--- src/rtl/chunk_head_arbiter.sv ---
// Burst-limited round-robin arbiter sharing one ChunkHead src channel between two abofs requesters.
// The winner's payload is latched into a one-entry output register that ChunkHead holds until its loop ends.
module chunk_head_arbiter #(
  parameter int unsigned MAX_BURST = 1,
  parameter int unsigned WBW       = 8,
  parameter int unsigned VDIM      = 2,
  parameter int unsigned N_ICFG    = 4,
  localparam int unsigned CNT_BW   = $clog2(MAX_BURST + 1),
  localparam int unsigned ICFG_BW  = $clog2(N_ICFG + 1)
) (
  input  logic                          i_clk,
  input  logic                          i_rst,
  input  logic                          i_r0_rdy,
  output logic                          i_r0_ack,
  input  logic [VDIM-1:0][WBW-1:0]      i_r0_bofs,
  input  logic [VDIM-1:0][WBW-1:0]      i_r0_aofs,
  input  logic [ICFG_BW-1:0]            i_r0_beg,
  input  logic [ICFG_BW-1:0]            i_r0_end,
  input  logic                          i_r1_rdy,
  output logic                          i_r1_ack,
  input  logic [VDIM-1:0][WBW-1:0]      i_r1_bofs,
  input  logic [VDIM-1:0][WBW-1:0]      i_r1_aofs,
  input  logic [ICFG_BW-1:0]            i_r1_beg,
  input  logic [ICFG_BW-1:0]            i_r1_end,
  output logic                          o_abofs_rdy,
  input  logic                          o_abofs_ack,
  output logic                          o_which,
  output logic [VDIM-1:0][WBW-1:0]      o_bofs,
  output logic [VDIM-1:0][WBW-1:0]      o_aofs,
  output logic [ICFG_BW-1:0]            o_beg,
  output logic [ICFG_BW-1:0]            o_end,
  output logic                          o_busy,
  output logic [15:0]                   o_done_cnt
);

  localparam logic [CNT_BW-1:0] BURST_MAX = CNT_BW'(MAX_BURST);

  logic              last;
  logic [CNT_BW-1:0] burst;
  logic              free_c;
  logic              grant_c;
  logic              win_c;

  // Output register is empty or draining this cycle, so a new request may be taken.
  assign free_c = !o_abofs_rdy || o_abofs_ack;

  // Winner selection: sole requester wins; on a tie stay on `last` until its burst is used up.
  always_comb begin
    grant_c = 1'b0;
    win_c   = 1'b0;
    if (free_c) begin
      if (i_r0_rdy && i_r1_rdy) begin
        grant_c = 1'b1;
        win_c   = (burst < BURST_MAX) ? last : !last;
      end else if (i_r0_rdy) begin
        grant_c = 1'b1;
        win_c   = 1'b0;
      end else if (i_r1_rdy) begin
        grant_c = 1'b1;
        win_c   = 1'b1;
      end
    end
  end

  assign i_r0_ack = grant_c && !win_c;
  assign i_r1_ack = grant_c &&  win_c;
  assign o_busy   = o_abofs_rdy;

  // Control: valid flag, fairness history and completed-chunk counter.
  always_ff @(posedge i_clk or negedge i_rst) begin
    if (!i_rst) begin
      o_abofs_rdy <= 1'b0;
      o_which     <= 1'b0;
      last        <= 1'b0;
      burst       <= '0;
      o_done_cnt  <= '0;
    end else begin
      if (o_abofs_rdy && o_abofs_ack) begin
        o_done_cnt <= o_done_cnt + 16'd1;
      end
      if (grant_c) begin
        o_abofs_rdy <= 1'b1;
        o_which     <= win_c;
        if (win_c == last) begin
          burst <= (burst == BURST_MAX) ? burst : burst + CNT_BW'(1);
        end else begin
          last  <= win_c;
          burst <= CNT_BW'(1);
        end
      end else if (o_abofs_ack) begin
        o_abofs_rdy <= 1'b0;
      end
    end
  end

  // Payload register: loads only on a grant, otherwise holds.
  always_ff @(posedge i_clk or negedge i_rst) begin
    if (!i_rst) begin
      o_bofs <= '0;
      o_aofs <= '0;
      o_beg  <= '0;
      o_end  <= '0;
    end else if (grant_c) begin
      o_bofs <= win_c ? i_r1_bofs : i_r0_bofs;
      o_aofs <= win_c ? i_r1_aofs : i_r0_aofs;
      o_beg  <= win_c ? i_r1_beg  : i_r0_beg;
      o_end  <= win_c ? i_r1_end  : i_r0_end;
    end
  end

endmodule
--- config.mk ---
export PLATFORM = sky130hd
export DESIGN_NAME = chunk_head_arbiter
export DESIGN_NICKNAME = d
export VERILOG_FILES = /design/src/rtl/chunk_head_arbiter.sv
export SDC_FILE = /design/constraint.sdc
export NUM_CORES = 1
export LEC_CHECK = 0
export ABC_AREA = 1
export BUFFER_PORTS_ARGS = -buffer_cell sky130_fd_sc_hd__buf_2
export CORE_ASPECT_RATIO = 0.6
export CORE_UTILIZATION = 45
export DETAILED_ROUTE_END_ITERATION = 8
export PLACE_DENSITY_LB_ADDON = 0.25
export SYNTH_ARGS = -nofsm -noshare
export SYNTH_HDL_FRONTEND = slang
export SYNTH_SLANG_ARGS = --single-unit
export TNS_END_PERCENT = 100
--- constraint.sdc ---
create_clock -name i_clk -period 1.9 [get_ports i_clk]
set_clock_uncertainty 0.15 [all_clocks]
set_input_delay 0.095 -clock i_clk [delete_from_list [all_inputs] [get_ports i_clk]]
set_output_delay 0.095 -clock i_clk [all_outputs]
set_load 0.01 [all_outputs]
==> impl_metrics.ini, run 1 <==
[floorplan]
boundaryPins = 140
fp.coreArea_um2 = 5680
start_util = 0.476
die_w_um = 102
fp.dieH_um = 62
fp-row-count = 21
die_area_um2 = 6320

[routing]
drtIter0Drc = 142
route.detailed.drc = 0
antenna_left = 0
routedWlPerCell_um = 14.2
via_count = 3114
firstDrtPassIters = 4
wirelength_um = 8960
viasPerCell = 4.94

[place]
gp_congestion = 0.789
dp_hpwl_um = 5150
dp_cells = 536
port_buffers = 139

[min_path]
hp-class = input port to asynchronous set/reset pin

[yosys]
yosys_warnings = 0
ys_top_cells_by_area = dfrtp_1 54%, nand2_1 15%, nand3_1 15%
yosysTopAreaCellShare = 0.538
syn_inst = 326
syn_nets = 408
synth_edf_count = 0
ys.flop_type = dfrtp_1
synth_most_common_cell = nand2_1
synth_largest_area_cell = dfrtp_1
avgSynthCellArea_um2 = 8.28
synthDistinctLibCells = 23
synth-async-reset-ratio = 1.00
yosysSeqAreaShare = 0.538
synth_commonest_cells = 110 x nand2_1, 79 x nand3_1, 58 x dfrtp_1
ys_ff_latch = 58
syn_area_um2 = 2700

[critical_path]
endpoint_kind = primary output
cp_common_cell = buf_2
startpoint_type = input port
crit_chain = dlygate4sd3_1 > buf_2 > nor2_4 > nor2_1 > nand2_2 > clkinv_4 > buf_6 > buf_2
path_class = input port to primary output
critical_path_arrival_ps = 1530
max_stage_delay_ps = 530
cp_max_fo = 13
cp-startpoint = o_abofs_ack
timing.rr.start = o_abofs_rdy$_DFFE_PN0P_
critPathBufInv = 5
crit_required_ps = 1650
reg2reg_slack_ps = 280
slowest_stage = dlygate4sd3_1
critPathTopFamily = buffers and inverters

[sta]
timing.fmax_ghz = 0.564
hold_viol_final = 0
period_minus_slack_ps = 1770
max_slew_margin = 0.658
setup-tns-final_ps = 0
worst_pin_slew_ps = 513
drv_slew = 0
setup_viol = 0
period_share = 0.933

[grt]
antenna_found_initial = 0
grt_overflow = 0
grt_pass1_wl_um = 13600
track_usage = 0.291
grt_pass1_vias = 2875
grt_start_max_net_pins = 40

[clock_network]
cts_root_buf = clkbuf_8
clkSlewWorstSetupHoldPaths_ps = 60
clk_path_buf_depth = 2
numCtsBuffers = 9
clock_sinks = 58
cts_tree = done
clock_latency_ps = 330
cts_htree_levels = 3

[power]
p_leak_nw = 2.35
power_density_nw_per_um2 = 866
ir_drop_mv = 0.537

[final_layout]
layout.cells.non_filler = 631
area_growth_pct = 67.1
finalNetCount = 628
antenna_cells = 0
drive_above_1_share = 0.319

[run_status]
status = completed

[flow_run]
drv_cap = 0
## cells in the final DEF, fill, tap and decap left out, drive strengths merged
master	count
a21oi	2
buf	148
bufinv	1
clkbuf	12
clkinv	2
clkinvlp	2
dfrtp	58
dlygate4sd3	78
ha	1
inv	18
nand2	112
nand3	80
nand4	1
nor2	18
nor3	2
o21ai	4
or2	1
xnor2	3
xor2	8
## state kept, by name, summed over array words and instances, names as in the netlist
register     count
o_done_cnt      16
burst            1
o_aofs          16
o_abofs_rdy      1
o_which          1
o_beg            3
o_end            3
o_bofs          16
last             1
## worst paths after layout
path | end | depth (start not counted)
setup / recovery | i_r1_ack | 8
hold / removal | o_done_cnt[2]$_DFFE_PN0P_ | 2
hold reg to reg | o_bofs[13]$_DFFE_PN0P_ | 2
max in group asynchronous | o_aofs[3]$_DFFE_PN0P_ | 3
setup reg to reg | o_done_cnt[13]$_DFFE_PN0P_ | 8
min in group i_clk | o_aofs[2]$_DFFE_PN0P_ | 6
## final cells by class
type | count | area, um^2
clock buffer | 12 | 155
clock inverter | 4 | 50.0
fill | 381 | 1160
inverter | 19 | 76.3
multi-input combinational | 232 | 1100
sequential | 58 | 1450
tap | 80 | 100
timing repair buffer | 226 | 1580
## worst register-to-register path, stage by stage, from the launching register on
cell	delay, ps
dfrtp_2	370
buf_4	130
nand3_1	80
nor2_1	280
nand3_2	200
nor2_4	160
nand2_1	60
nand2_1	50
nand2_1	50
## layer usage
metal | share of wire | wire [um] | up-vias | GRT usage
li1 | - | - | 1488 | -
met1 | 0.43 | 3830 | 1436 | 0.364
met2 | 0.47 | 4190 | 178 | 0.506
met3 | 0.092 | 826 | 12 | 0.0738
met4 | 0.013 | 121 | 0 | 0.102
met5 | 0 | 0 | - | 0
## metrics by stage
step / utilization / power [mW] / setup slack (ps) / cell area [um^2] / hold WS, ps
floorplan: - / 2.15 / 381 / 2700 / -351
global placement: 0.616 / 2.59 / 329 / 3500 / -55.6
detailed placement: 0.616 / 2.62 / 265 / 3500 / -56.0
CTS: 0.791 / 3.90 / 4.34 / 4490 / 119
global route: 0.795 / 4.13 / -3.52 / 4510 / 174
finish: 0.795 / 3.91 / 127 / 4510 / 130
## power breakdown
group          switching, mW  internal (mW)
Combinational          0.602          0.522
Clock                  0.473          0.675
Sequential             0.168           1.47
## cell families after synthesis
logic type / count (synthesis) / share of synthesized area
AND/OR/NAND/NOR: 214 / 0.349
adder cells (fa/ha/maj): 1 / 0.00463
AO/OA/AOI/OAI: 6 / 0.0125
buffers and inverters: 36 / 0.0602
flip-flops: 58 / 0.538
XOR/XNOR: 11 / 0.0357
## timing repair
item | 4_1_cts | 5_1_grt
buffers inserted | 0 | 1
gates resized for setup | 2 | 6
hold buffers | 78 | 0
setup endpoints to repair | 2 | 2
hold endpoints to repair | 92 | 0
Note: power is estimated with default switching activity, not from simulation.
==> run 2, diff against run 1 <==
Settings changed: CORE_MARGIN from default to 4, GPL_TIMING_DRIVEN from default to 0, SETUP_SLACK_MARGIN from default to 0.05.
==> run 2 against run 1 <==
  * Combinational power hardly changed
  * Sequential cell count stayed put
  * Cell area is 0.14% lower
  * Sequential share of layout area hardly changed
  * Global-route usage is 1.4 points lower
  * Sequential power hardly changed
  * Hold slack better by 79 ps
  * Largest cell class unchanged
  * Final cell count is 1.4% higher
  * First-iteration DRC count is 34% higher
==> impl_metrics.ini, run 2 (same netlist as run 1, synthesis figures left out) <==
[run_status]
status = completed

[grt]
antenna_found_initial = 0
use_met1 = 0.335
grt_pass1_wl_um = 15600
grt_pass1_vias = 3275
globalRouteMet2Util = 0.457
track_usage = 0.277
busiest_layer = met2
grt_start_max_net_pins = 59
grt_overflow = 0
use_met3 = 0.0971

[floorplan]
fp.dieH_um = 68
fp-row-count = 21
fp.coreArea_um2 = 5700
die_area_um2 = 7340
boundaryPins = 140
die_w_um = 108
start_util = 0.474

[power]
ir_drop_mv = 0.419
total_power_mw = 3.84
power_density_nw_per_um2 = 851
p_leak_nw = 2.37

[routing]
drtIter0Drc = 190
viasPerCell = 5.00
firstDrtPassIters = 5
routedWlPerCell_um = 15.0
route.detailed.drc = 0
antenna_left = 0
via_count = 3203
wirelength_um = 9620

[min_path]
hp-class = input port to asynchronous set/reset pin

[critical_path]
endpoint_kind = primary output
crit_required_ps = 1650
startpoint_type = input port
critical_path_arrival_ps = 1500
slowest_stage = dlygate4sd3_1
cp_max_fo = 10
crit_chain = dlygate4sd3_1 > buf_2 > nor2_4 > nor2_1 > nand2_2 > inv_2 > buf_6 > nor2_4 > buf_2
path_class = input port to primary output
max_stage_delay_ps = 540

[place]
dp_hpwl_um = 5740
gp_congestion = 0.846
port_buffers = 139

[final_layout]
finalNetCount = 637
seqCellArea_um2 = 1450
reg.largest.list = o_aofs (16), o_bofs (16), o_done_cnt (16)
multi_input_area_um2 = 1110
area_growth_pct = 66.9
antenna_cells = 0
num-fill-cells = 357
final_common_cell = buf_2
drive_above_1_share = 0.329
layout_common_cells = 149 x buf_2, 110 x nand2_1, 79 x nand3_1

[clock_network]
clkSlewWorstSetupHoldPaths_ps = 60
cts_root_buf = clkbuf_8
cts_tree = done
numCtsBuffers = 9
clk_path_buf_depth = 2
cts_htree_levels = 3
clock_sinks = 58
clock_latency_ps = 330

[sta]
worst_pin_slew_ps = 720
timing.fmax_ghz = 0.573
rsz0062_at_grt = yes
setup_viol = 0
max_slew_margin = 0.520
hold_viol_final = 0
setup-tns-final_ps = 0
drv_slew = 0
period_minus_slack_ps = 1740
period_share = 0.918

[flow_run]
drv_cap = 0
## run 2: area by class of cell
cell class	instances	share of cell area
inverters	19	0.0158
multi-input cells	232	0.245
plain buffers	17	0.0222
clock inverters	4	0.00555
well taps	80	0.0222
clock buffers	12	0.0367
flip-flops and latches	58	0.322
repair buffers	218	0.330
## run 2: worst max-delay path: cells and delay by family
kind / cells / cell delay (ps)
and+or+nand+nor: 4 / 370
buffers and inverters: 5 / 1030
## run 2: layer usage
| metal | vias up | routed length [um] |
|---|---|---|
| met5 | - | 0 |
| met4 | 0 | 209 |
| met3 | 28 | 1060 |
| met2 | 206 | 4460 |
| met1 | 1463 | 3890 |
| li1 | 1506 | - |
## run 2: worst paths after layout
check / start / endpoint / slack (ps) / cells after the start
max in group asynchronous: i_rst / o_done_cnt[10]$_DFFE_PN0P_ / 910 / 2
min: i_rst / o_bofs[5]$_DFFE_PN0P_ / 210 / 2
max: o_abofs_ack / i_r0_ack / 160 / 9
min reg2reg: o_aofs[13]$_DFFE_PN0P_ / o_aofs[13]$_DFFE_PN0P_ / 340 / 2
min in group i_clk: i_r0_rdy / last$_DFFE_PN0P_ / 240 / 6
max reg2reg: o_done_cnt[0]$_DFFE_PN0P_ / o_done_cnt[12]$_DFFE_PN0P_ / 280 / 8
## run 2: power breakdown
group / internal [mW] / leakage [nW] / switching [mW] / total [mW]
clock network: 0.575 / 0.0944 / 0.482 / 1.06
registers: 1.46 / 0.700 / 0.176 / 1.64
logic: 0.525 / 1.58 / 0.613 / 1.14
## run 2: repair_timing
| action | CTS | global route |
|---|---|---|
| gates resized for setup | 1 | 8 |
| endpoints found under the setup margin | 1 | 2 |
| pin swaps | 0 | 1 |
| hold endpoints to repair | 97 | 0 |
| buffers inserted | 1 | 0 |
| hold buffers | 78 | 0 |
## run 2: through the flow
step | util | instance area [um^2] | hold WS, ps | std cells | setup slack, ps
3_3_place_gp | 0.613 | 3500 | 160 | 545 | 285
3_5_place_dp | 0.613 | 3500 | 167 | 545 | 250
2_1_floorplan | - | 2700 | -351 | 326 | 381
4_1_cts | 0.785 | 4480 | 189 | 640 | 69.4
6_report | 0.790 | 4510 | 209 | 640 | 155
5_1_grt | 0.790 | 4510 | 269 | 640 | 49.4
==> run 3, diff against run 2 <==
==> constraint.sdc (replaced) <==
create_clock -name i_clk -period 1.9 [get_ports i_clk]
set_clock_uncertainty 0.15 [all_clocks]
set_input_delay 0.19 -clock i_clk [delete_from_list [all_inputs] [get_ports i_clk]]
set_output_delay 0.19 -clock i_clk [all_outputs]
set_load 0.01 [all_outputs]
==> run 3 against run 2 <==
  * Sequential power hardly changed
  * Sequential share of layout area is 0.43 points lower
  * Total power is 1.3% higher
  * Hold slack worse by 61 ps
  * Non-clock buffer count is 6 higher
  * Die area stayed put
  * Via count is 2.5% higher
  * Clock power hardly changed
  * Routed wire length is 3.1% higher
  * Global-route usage is 0.14 points higher
==> impl_metrics.ini, run 3 (same netlist as run 1, synthesis figures left out) <==
[routing]
routedWlPerCell_um = 15.4
route.detailed.drc = 0
firstDrtPassIters = 5
wirelength_um = 9920
viasPerCell = 5.08
via_count = 3284
antenna_left = 0
drtIter0Drc = 242

[run_status]
status = completed

[sta]
hold_viol_final = 0
setup_viol = 0
setup-tns-final_ps = 0
hold_ws_ps = 147
period_share = 0.941
worst_pin_slew_ps = 720
setup_slack_ps = 112
timing.fmax_ghz = 0.559
max_slew_margin = 0.520
drv_slew = 0
rsz0062_at_grt = no
period_minus_slack_ps = 1790

[critical_path]
r2r-end = o_aofs[4]$_DFFE_PN0P_
startpoint_type = flip-flop
cp_max_fo = 4
path_class = flip-flop to primary output
crit_required_ps = 1560
endpoint_kind = primary output
reg2reg_depth = 10
critical_path_arrival_ps = 1450
timing.rr.start = last$_DFFE_PN0P_
reg2reg_slack_ps = 120

[floorplan]
fp-row-count = 21
boundaryPins = 140
start_util = 0.474
die_area_um2 = 7340
die_w_um = 108
fp.dieH_um = 68
fp.coreArea_um2 = 5700

[power]
power_density_nw_per_um2 = 850
ir_drop_mv = 0.421
p_leak_nw = 2.40
total_power_mw = 3.88

[grt]
grt_pass1_vias = 3318
track_usage = 0.278
antenna_found_initial = 0
grt_overflow = 0
grt_start_max_net_pins = 59
grt_pass1_wl_um = 15700

[flow_run]
drv_cap = 0

[place]
gp_congestion = 0.846
place_ws_ps = 250
dpl_cell_area_um2 = 3500
port_buffers = 139
dp_hpwl_um = 5740

[clock_network]
cts_root_buf = clkbuf_8
clock_latency_ps = 330
clk_path_buf_depth = 2
clock_sinks = 58
numCtsBuffers = 9
cts_htree_levels = 3
cts_tree = done
clkSlewWorstSetupHoldPaths_ps = 70

[final_layout]
drive_above_1_share = 0.339
final_area_um2 = 4570
area_growth_pct = 69.1
final_common_cell = buf_2
antenna_cells = 0
finalNetCount = 643
layout_common_cells = 148 x buf_2, 110 x nand2_1, 79 x nand3_1
reg.largest.list = o_aofs (16), o_bofs (16), o_done_cnt (16)

[min_path]
hp-class = input port to flip-flop
min_from = o_abofs_ack
whs_path_depth = 3
min_to = o_done_cnt[0]$_DFFE_PN0P_
## run 3: cell types whose count changed in the layout (fill, tap and decap cells not counted), sizes merged
| cell | delta |
|---|---|
| buf | +6 |
## run 3: metrics by stage
step           utilization  std cells
6_report             0.801        646
5_1_grt              0.801        646
4_1_cts              0.786        640
3_5_place_dp         0.613        545
3_3_place_gp         0.613        545
2_1_floorplan            -        326
## run 3: where the power goes
group	switching, mW	internal, mW
sequential	0.178	1.46
combinational	0.629	0.549
clock	0.488	0.575
total	1.29	2.59
## run 3: worst max-delay path by stage
stage / start / to / slack, ps / depth (start not counted)
after global placement: o_abofs_rdy$_DFFE_PN0P_ / i_r0_ack / 280 / 8
after detailed placement: o_abofs_rdy$_DFFE_PN0P_ / o_aofs[4]$_DFFE_PN0P_ / 250 / 6
after floorplan: o_done_cnt[1]$_DFFE_PN0P_ / o_done_cnt[12]$_DFFE_PN0P_ / 380 / 8
after global routing: last$_DFFE_PN0P_ / i_r0_ack / 20 / 8
final: last$_DFFE_PN0P_ / i_r0_ack / 110 / 8
after CTS: o_abofs_rdy$_DFFE_PN0P_ / i_r1_ack / 60 / 7
## run 3: final cells by class
class,instances,area (um^2)
tap,80,100
timing repair buffer,224,1540
clock buffer,12,165
sequential,58,1450
buffer,17,108
fill,348,1130
inverter,19,71.3
clock inverter,4,25.0
multi-input combinational,232,1110
## run 3: what timing repair did
action / in CTS / in global routing
cloned: 0 / 0
hold buffers: 77 / 1
pin swaps: 1 / 3
resized for setup: 4 / 10
endpoints found under the hold margin: 39 / 58
endpoints found under the setup margin: 2 / 2
setup buffers: 2 / 5
## run 3: metal layers
layer | wire length (um) | global-route usage | up-vias
met2 | 4560 | 0.461 | 221
met4 | 252 | 0.124 | 0
met3 | 1100 | 0.0971 | 32
met1 | 4010 | 0.335 | 1512
met5 | 0 | 0 | -
li1 | - | - | 1519
## run 3: worst max-delay path: stages (launching register included)
cell,delay [ps]
dfrtp_1,350
inv_1,60
a21oi_1,120
o21ai_1,90
nand2_2,80
inv_2,60
buf_8,130
nor2_4,120
buf_6,110
